## config.mk

```make
export PLATFORM = sky130hd
export DESIGN_NAME = cmd_rsp_deserializer_flat
export DESIGN_NICKNAME = d
export VERILOG_FILES = /design/src/rtl/cmd_rsp_deserializer_if.sv /design/src/rtl/cmd_rsp_deserializer.sv /design/src/flat_wrapper.sv
export SDC_FILE = /design/constraint.sdc
export NUM_CORES = 1
export LEC_CHECK = 0
export ABC_AREA = 1
export ABC_CLOCK_PERIOD_IN_PS = 1700
export BUFFER_PORTS_ARGS = -buffer_cell sky130_fd_sc_hd__buf_2
export CAP_MARGIN = 30
export CORE_AREA = 5 5 199 201
export DETAILED_ROUTE_END_ITERATION = 16
export DIE_AREA = 0 0 204 206
export GPL_TIMING_DRIVEN = 0
export PLACE_DENSITY = 0.48
export SLEW_MARGIN = 0
export SYNTH_ARGS = -nofsm -noshare
export SYNTH_HDL_FRONTEND = slang
export SYNTH_SLANG_ARGS = --single-unit
```

## constraint.sdc

```tcl
create_clock -name clk_i -period 1.7 [get_ports clk_i]
set_clock_uncertainty 0.15 [all_clocks]
set_input_delay 0.34 -clock clk_i [delete_from_list [all_inputs] [get_ports clk_i]]
set_output_delay 0.34 -clock clk_i [all_outputs]
set_load 0.05 [all_outputs]
```

## src/rtl/cmd_rsp_deserializer_if.sv

```systemverilog
// Signal bundle between the CMD-line response deserializer (slave) and the
// command sequencer / pad side that drives it (master).
interface cmd_rsp_deserializer_if;
    logic         cmd_i;
    logic         long_rsp_i;
    logic         start_listening_i;
    logic         receiving_o;
    logic         rsp_valid_o;
    logic         end_bit_err_o;
    logic [119:0] rsp_o;
    logic         crc_corr_o;

    modport master (
        output cmd_i, long_rsp_i, start_listening_i,
        input  receiving_o, rsp_valid_o, end_bit_err_o, rsp_o, crc_corr_o
    );

    modport slave (
        input  cmd_i, long_rsp_i, start_listening_i,
        output receiving_o, rsp_valid_o, end_bit_err_o, rsp_o, crc_corr_o
    );
endinterface

```

## src/rtl/cmd_rsp_deserializer.sv

```systemverilog
// SD CMD-line response deserializer: 48/136-bit frames, CRC7 and end-bit check.
// Optional macro SDHCI_RSP_CRC_CHECK_EN builds the CRC7 checker; otherwise crc_corr_o reports 1.
module cmd_rsp_deserializer (
    input  logic                  clk_i,
    input  logic                  rst_ni,
    input  logic                  clk_en_i,
    cmd_rsp_deserializer_if.slave bus,
    output logic [1:0]            state_o
);
    typedef enum logic [1:0] {
        IDLE       = 2'd0,
        WAIT_START = 2'd1,
        RECEIVE    = 2'd2,
        DONE       = 2'd3
    } state_t;

    state_t       state_q, state_d;
    logic         long_q;
    logic [7:0]   cnt_q;
    logic [126:0] shift_q;
    logic         receiving_q, rsp_valid_q, end_bit_err_q, crc_corr_q;
    logic [119:0] rsp_q;
    logic         arm, start_seen, shift_en, frame_end;
    logic [7:0]   last_cnt;

`ifdef SDHCI_RSP_CRC_CHECK_EN
    logic [6:0] crc_q;
    logic       crc_en;

    function automatic logic [6:0] crc7_step(input logic [6:0] c, input logic b);
        logic fb;
        fb = c[6] ^ b;
        return {c[5:3], c[2] ^ fb, c[1:0], fb};
    endfunction
`endif

    // Count value at which the end bit (bit 0) is being sampled.
    assign last_cnt = long_q ? 8'd135 : 8'd47;

    always_comb begin
        state_d    = state_q;
        arm        = 1'b0;
        start_seen = 1'b0;
        shift_en   = 1'b0;
        frame_end  = 1'b0;
`ifdef SDHCI_RSP_CRC_CHECK_EN
        crc_en     = 1'b0;
`endif
        if (clk_en_i) begin
            if (bus.start_listening_i) begin
                state_d = WAIT_START;
                arm     = 1'b1;
            end else begin
                case (state_q)
                    IDLE: state_d = IDLE;
                    WAIT_START: begin
                        if (!bus.cmd_i) begin
                            state_d    = RECEIVE;
                            start_seen = 1'b1;
                        end
                    end
                    RECEIVE: begin
                        shift_en = 1'b1;
`ifdef SDHCI_RSP_CRC_CHECK_EN
                        // Sampled bit index is N-1-cnt; CRC covers indices down to 8 (and up to 127 for R2).
                        crc_en = long_q ? ((cnt_q >= 8'd8) && (cnt_q <= 8'd127))
                                        : (cnt_q <= 8'd39);
`endif
                        if (cnt_q == last_cnt) begin
                            frame_end = 1'b1;
                            state_d   = DONE;
                        end
                    end
                    DONE:    state_d = IDLE;
                    default: state_d = IDLE;
                endcase
            end
        end
    end

    always_ff @(posedge clk_i or negedge rst_ni) begin
        if (!rst_ni) begin
            state_q       <= IDLE;
            long_q        <= 1'b0;
            cnt_q         <= 8'd0;
            shift_q       <= '0;
            receiving_q   <= 1'b0;
            rsp_valid_q   <= 1'b0;
            end_bit_err_q <= 1'b0;
            crc_corr_q    <= 1'b0;
            rsp_q         <= '0;
`ifdef SDHCI_RSP_CRC_CHECK_EN
            crc_q         <= 7'd0;
`endif
        end else if (clk_en_i) begin
            state_q     <= state_d;
            receiving_q <= (state_d == RECEIVE);
            rsp_valid_q <= (state_d == DONE);
            if (arm) begin
                long_q        <= bus.long_rsp_i;
                cnt_q         <= 8'd0;
                shift_q       <= '0;
                rsp_q         <= '0;
                end_bit_err_q <= 1'b0;
                crc_corr_q    <= 1'b0;
`ifdef SDHCI_RSP_CRC_CHECK_EN
                crc_q         <= 7'd0;
`endif
            end else if (start_seen) begin
                // A zero start bit leaves a zero-seeded CRC unchanged, so it is not fed in.
                cnt_q   <= 8'd1;
                shift_q <= {shift_q[125:0], bus.cmd_i};
            end else if (shift_en) begin
                cnt_q   <= cnt_q + 8'd1;
                shift_q <= {shift_q[125:0], bus.cmd_i};
`ifdef SDHCI_RSP_CRC_CHECK_EN
                if (crc_en) crc_q <= crc7_step(crc_q, bus.cmd_i);
`endif
                if (frame_end) begin
                    // shift_q[k] holds frame bit k+1 while the end bit is on cmd_i.
                    rsp_q         <= long_q ? shift_q[126:7] : {82'd0, shift_q[44:7]};
                    end_bit_err_q <= ~bus.cmd_i;
`ifdef SDHCI_RSP_CRC_CHECK_EN
                    crc_corr_q    <= (shift_q[6:0] == crc_q);
`else
                    crc_corr_q    <= 1'b1;
`endif
                end
            end
        end
    end

    assign bus.receiving_o   = receiving_q;
    assign bus.rsp_valid_o   = rsp_valid_q;
    assign bus.end_bit_err_o = end_bit_err_q;
    assign bus.rsp_o         = rsp_q;
    assign bus.crc_corr_o    = crc_corr_q;
    assign state_o           = state_q;
endmodule

```

## src/flat_wrapper.sv

```systemverilog
// flat-port wrapper written by rule: the top's interface ports become plain ports
module cmd_rsp_deserializer_flat 
  (clk_i, rst_ni, clk_en_i, state_o, bus_cmd_i, bus_long_rsp_i, bus_start_listening_i, bus_receiving_o, bus_rsp_valid_o, bus_end_bit_err_o, bus_rsp_o, bus_crc_corr_o);
  cmd_rsp_deserializer_if bus_i ();
  input  logic clk_i;
  input  logic rst_ni;
  input  logic clk_en_i;
  output logic [1:0] state_o;
  input wire logic [$bits(bus_i.cmd_i)-1:0] bus_cmd_i;
  input wire logic [$bits(bus_i.long_rsp_i)-1:0] bus_long_rsp_i;
  input wire logic [$bits(bus_i.start_listening_i)-1:0] bus_start_listening_i;
  output wire logic [$bits(bus_i.receiving_o)-1:0] bus_receiving_o;
  output wire logic [$bits(bus_i.rsp_valid_o)-1:0] bus_rsp_valid_o;
  output wire logic [$bits(bus_i.end_bit_err_o)-1:0] bus_end_bit_err_o;
  output wire logic [$bits(bus_i.rsp_o)-1:0] bus_rsp_o;
  output wire logic [$bits(bus_i.crc_corr_o)-1:0] bus_crc_corr_o;
  assign bus_i.cmd_i = bus_cmd_i;
  assign bus_i.long_rsp_i = bus_long_rsp_i;
  assign bus_i.start_listening_i = bus_start_listening_i;
  assign bus_receiving_o = bus_i.receiving_o;
  assign bus_rsp_valid_o = bus_i.rsp_valid_o;
  assign bus_end_bit_err_o = bus_i.end_bit_err_o;
  assign bus_rsp_o = bus_i.rsp_o;
  assign bus_crc_corr_o = bus_i.crc_corr_o;
  cmd_rsp_deserializer u_core (.clk_i(clk_i), .rst_ni(rst_ni), .clk_en_i(clk_en_i), .bus(bus_i), .state_o(state_o));
endmodule
```

==> summary.txt <==
Die
  – Die Ht: 206 um
  – Ports: 132
  – Num rows: 71
  – DIE AREA: 42,000 um2
  – Core Footprint: 37,400 um2
  – Initial Util: 0.288
  – DIE WIDTH: 204 um

Clock tree
  – H-tree lvl count: 1
  – Num CTS Buffers: 31
  – Root buffer cell: clkbuf_16
  – Worst-path clk slew: 0.06 ns
  – Hold Buf Count CTS: 4
  – Largest buffer count on any clock path: 3
  – Worst skew pair latency: 0.55 ns
  – CTS tree: built
  – # clock sinks: 262

Synth
  – Area share of the largest cell type after synthesis: 0.609
  – Top post-synthesis cells by area: dfrtp_1 61%, nand2_1 9.3%, o22ai_1 7.4%
  – Cell taking the most area after synthesis: dfrtp_1
  – Top_reg_cell synth: dfrtp_1
  – Asr flop ratio synth: 1.00
  – Synth warn: 0
  – Most common library cells after synthesis: 268 x nand2_1, 262 x dfrtp_1, 139 x inv_1
  – EDFF count, synth: 0
  – Register area share after synthesis: 0.609
  – Mapped Cells: 1,170
  – Syn nets: 1,177
  – FF+latch count, synth: 262
  – Syn Area/Cell: 9.21 um2
  – Most numerous cell in the Yosys netlist: nand2_1
  – Post-Syn Area: 10,800 um2
  – Count of cell types in the netlist: 22

STA
  – Fin. Hold Viols: 69
  – Worst-Margin Slew: 0.615 ns
  – Period utilization: 1.15
  – Worst setup margin: -0.251 ns
  – Final setup viols: 146
  – Final slew viol count: 0
  – Sum Neg Setup Slack: -25.01 ns
  – Slew Limit Headroom: 0.590
  – Tmin final: 1.95 ns
  – Hold Slack: -0.403 ns
  – Max Fclk: 513 MHz
  – Unrepaired setup endpoints after global routing: true

Placement
  – Placed instance count: 1,814
  – Final Wtd Congestion: 0.747
  – Post-DP HPWL: 18,500 um
  – Cell Area, Placed: 12,100 um2
  – Post-place setup slack: -0.519 ns
  – Port Buf Inserts: 131

Layout
  – Fin area: 14,600 um2
  – Antenna cells: 0
  – Post-layout util: 0.391
  – Layout cells sized above 1: 0.295
  – Area growth from synthesis to layout: 35.8%
  – Fin nets: 1,379
  – Non-Filler Instances: 1,899

Worst setup path
  – Crit path DAT: 2.24 ns
  – Critical Path Fanout Max: 6
  – Crit Path Category: flip-flop to flip-flop
  – Critical path capture point type: flip-flop
  – Critical path startpoint category: flip-flop
  – Critical Path RT: 1.99 ns

Run
  – Max-capacitance violation count: 0

Global routing
  – Total grt overflow: 0
  – Number of global-route vias before repair: 8,577
  – Initial antenna violation count: 0
  – Tot GR Track Use: 0.135
  – Largest net degree at the start of global routing: 116
  – First-pass GRT wire length: 46,400 um

Status
  – Outcome: finished with violations
  – Failing checks: hold timing, setup timing

Route
  – Antenna viol nets, final: 0
  – DRT Wirelength: 28,500 um
  – DR pass1 iterations: 5
  – Routed WL per cell: 15.0 um
  – Vias/cell: 4.40
  – DR vias: 8,363
  – DR iter-0 viols: 311
  – DRC: 0

Power
  – Pleak: 7.24 nW
  – Worst vdd ir: 0.000649 V
  – Pwr/cell area: 953 nW/um2
  – Pwr Total: 13.9 mW

Hold path
  – Min-delay worst type: primary input to asynchronous set/reset pin
==> path summary, 6_finish.rpt <==
path                            depth (start not counted)                          endpoint                       startpoint  slack, ns
worst min register to register                          2   u_core.bus.rsp_o[8]$_DFFE_PN0P_  u_core.bus.rsp_o[8]$_DFFE_PN0P_       0.32
worst max register to register                         13  u_core.bus.rsp_o[94]$_DFFE_PN0P_      u_core.cnt_q[0]$_DFFE_PN0P_      -0.25
max in group asynchronous                               3     u_core.state_o[1]$_DFFE_PN0P_                           rst_ni       0.50
min in group clk_i                                      4       u_core.cnt_q[0]$_DFFE_PN0P_            bus_start_listening_i       0.04
worst max-delay path                                   13  u_core.bus.rsp_o[94]$_DFFE_PN0P_      u_core.cnt_q[0]$_DFFE_PN0P_      -0.25
worst min-delay path                                    1  u_core.bus.rsp_o[28]$_DFFE_PN0P_                           rst_ni      -0.40
==> final cells by class <==
| type | count | area, um2 |
|---|---|---|
| Buffer | 81 | 826 |
| Multi-Input combinational cell | 684 | 3530 |
| Clock buffer | 46 | 892 |
| Sequential cell | 262 | 6560 |
| Timing Repair Buffer | 169 | 1580 |
| Inverter | 143 | 537 |
| Fill cell | 3757 | 22800 |
| Tap cell | 511 | 639 |
| Clock inverter | 3 | 65.1 |
==> cell usage in the layout (no fill, tap or decap), drive strengths merged <==
cell and instances:
buf 208, nand3 133, inv 143, o211ai 1
dlygate4sd3 4, nor2 132, o22ai 128, clkbuf 84
o21bai 1, ha 1, a21oi 6, xor2 1
bufinv 2, clkinv 1, o21ai 8, nor3 1
nand2 272, dfrtp 262
==> timing repair <==
item                       CTS  global route
buffers inserted            15             5
setup endpoints to repair  311           298
hold endpoints to repair    76            69
gates resized for setup    166           197
pin swaps                    5             5
cloned                       6             7
==> cell families after synthesis <==
group | after synthesis | share of synthesized area
buffers and inverters | 224 | 0.102
adders and majority gates | 1 | 0.00116
AOI/OAI and AO/OA | 144 | 0.0822
DFF | 262 | 0.609
and+or+nand+nor | 538 | 0.205
xor gates and xnor gates | 1 | 0.000813
==> critical path, cell delays in order, from the launching register on <==
cell and delay (ns):
dfrtp_1 0.36, ha_2 0.19, nand2_2 0.06, inv_2 0.05
nand2_2 0.04, nor2_2 0.10, nand3_2 0.12, nand2_4 0.10
buf_12 0.12, nand2_8 0.09, buf_16 0.17, clkbuf_16 0.16
nand2_2 0.05, nand2_1 0.05
==> state kept, by name, summed over array words and instances, names as in the netlist <==
register,flops
u_core.bus.rsp_valid_o,1
u_core.bus.end_bit_err_o,1
u_core.cnt_q,8
u_core.shift_q,127
u_core.bus.crc_corr_o,1
u_core.bus.rsp_o,120
u_core.long_q,1
u_core.state_o,2
u_core.bus.receiving_o,1
==> power by group <==
| part | internal [mW] | switching (mW) |
|---|---|---|
| logic | 0.479 | 0.792 |
| registers | 6.29 | 0.0381 |
| clock network | 3.86 | 2.48 |
| total | 10.6 | 3.31 |
==> metal layers <==
| layer | global-route usage | part of all wire | vias up |
|---|---|---|---|
| met4 | 0.0330 | 0.018 | 0 |
| met2 | 0.227 | 0.48 | 119 |
| li1 | - | - | 4170 |
| met5 | 0 | 0 | - |
| met3 | 0.0260 | 0.043 | 35 |
| met1 | 0.182 | 0.46 | 4039 |
Note: power is estimated with default switching activity, not from simulation.
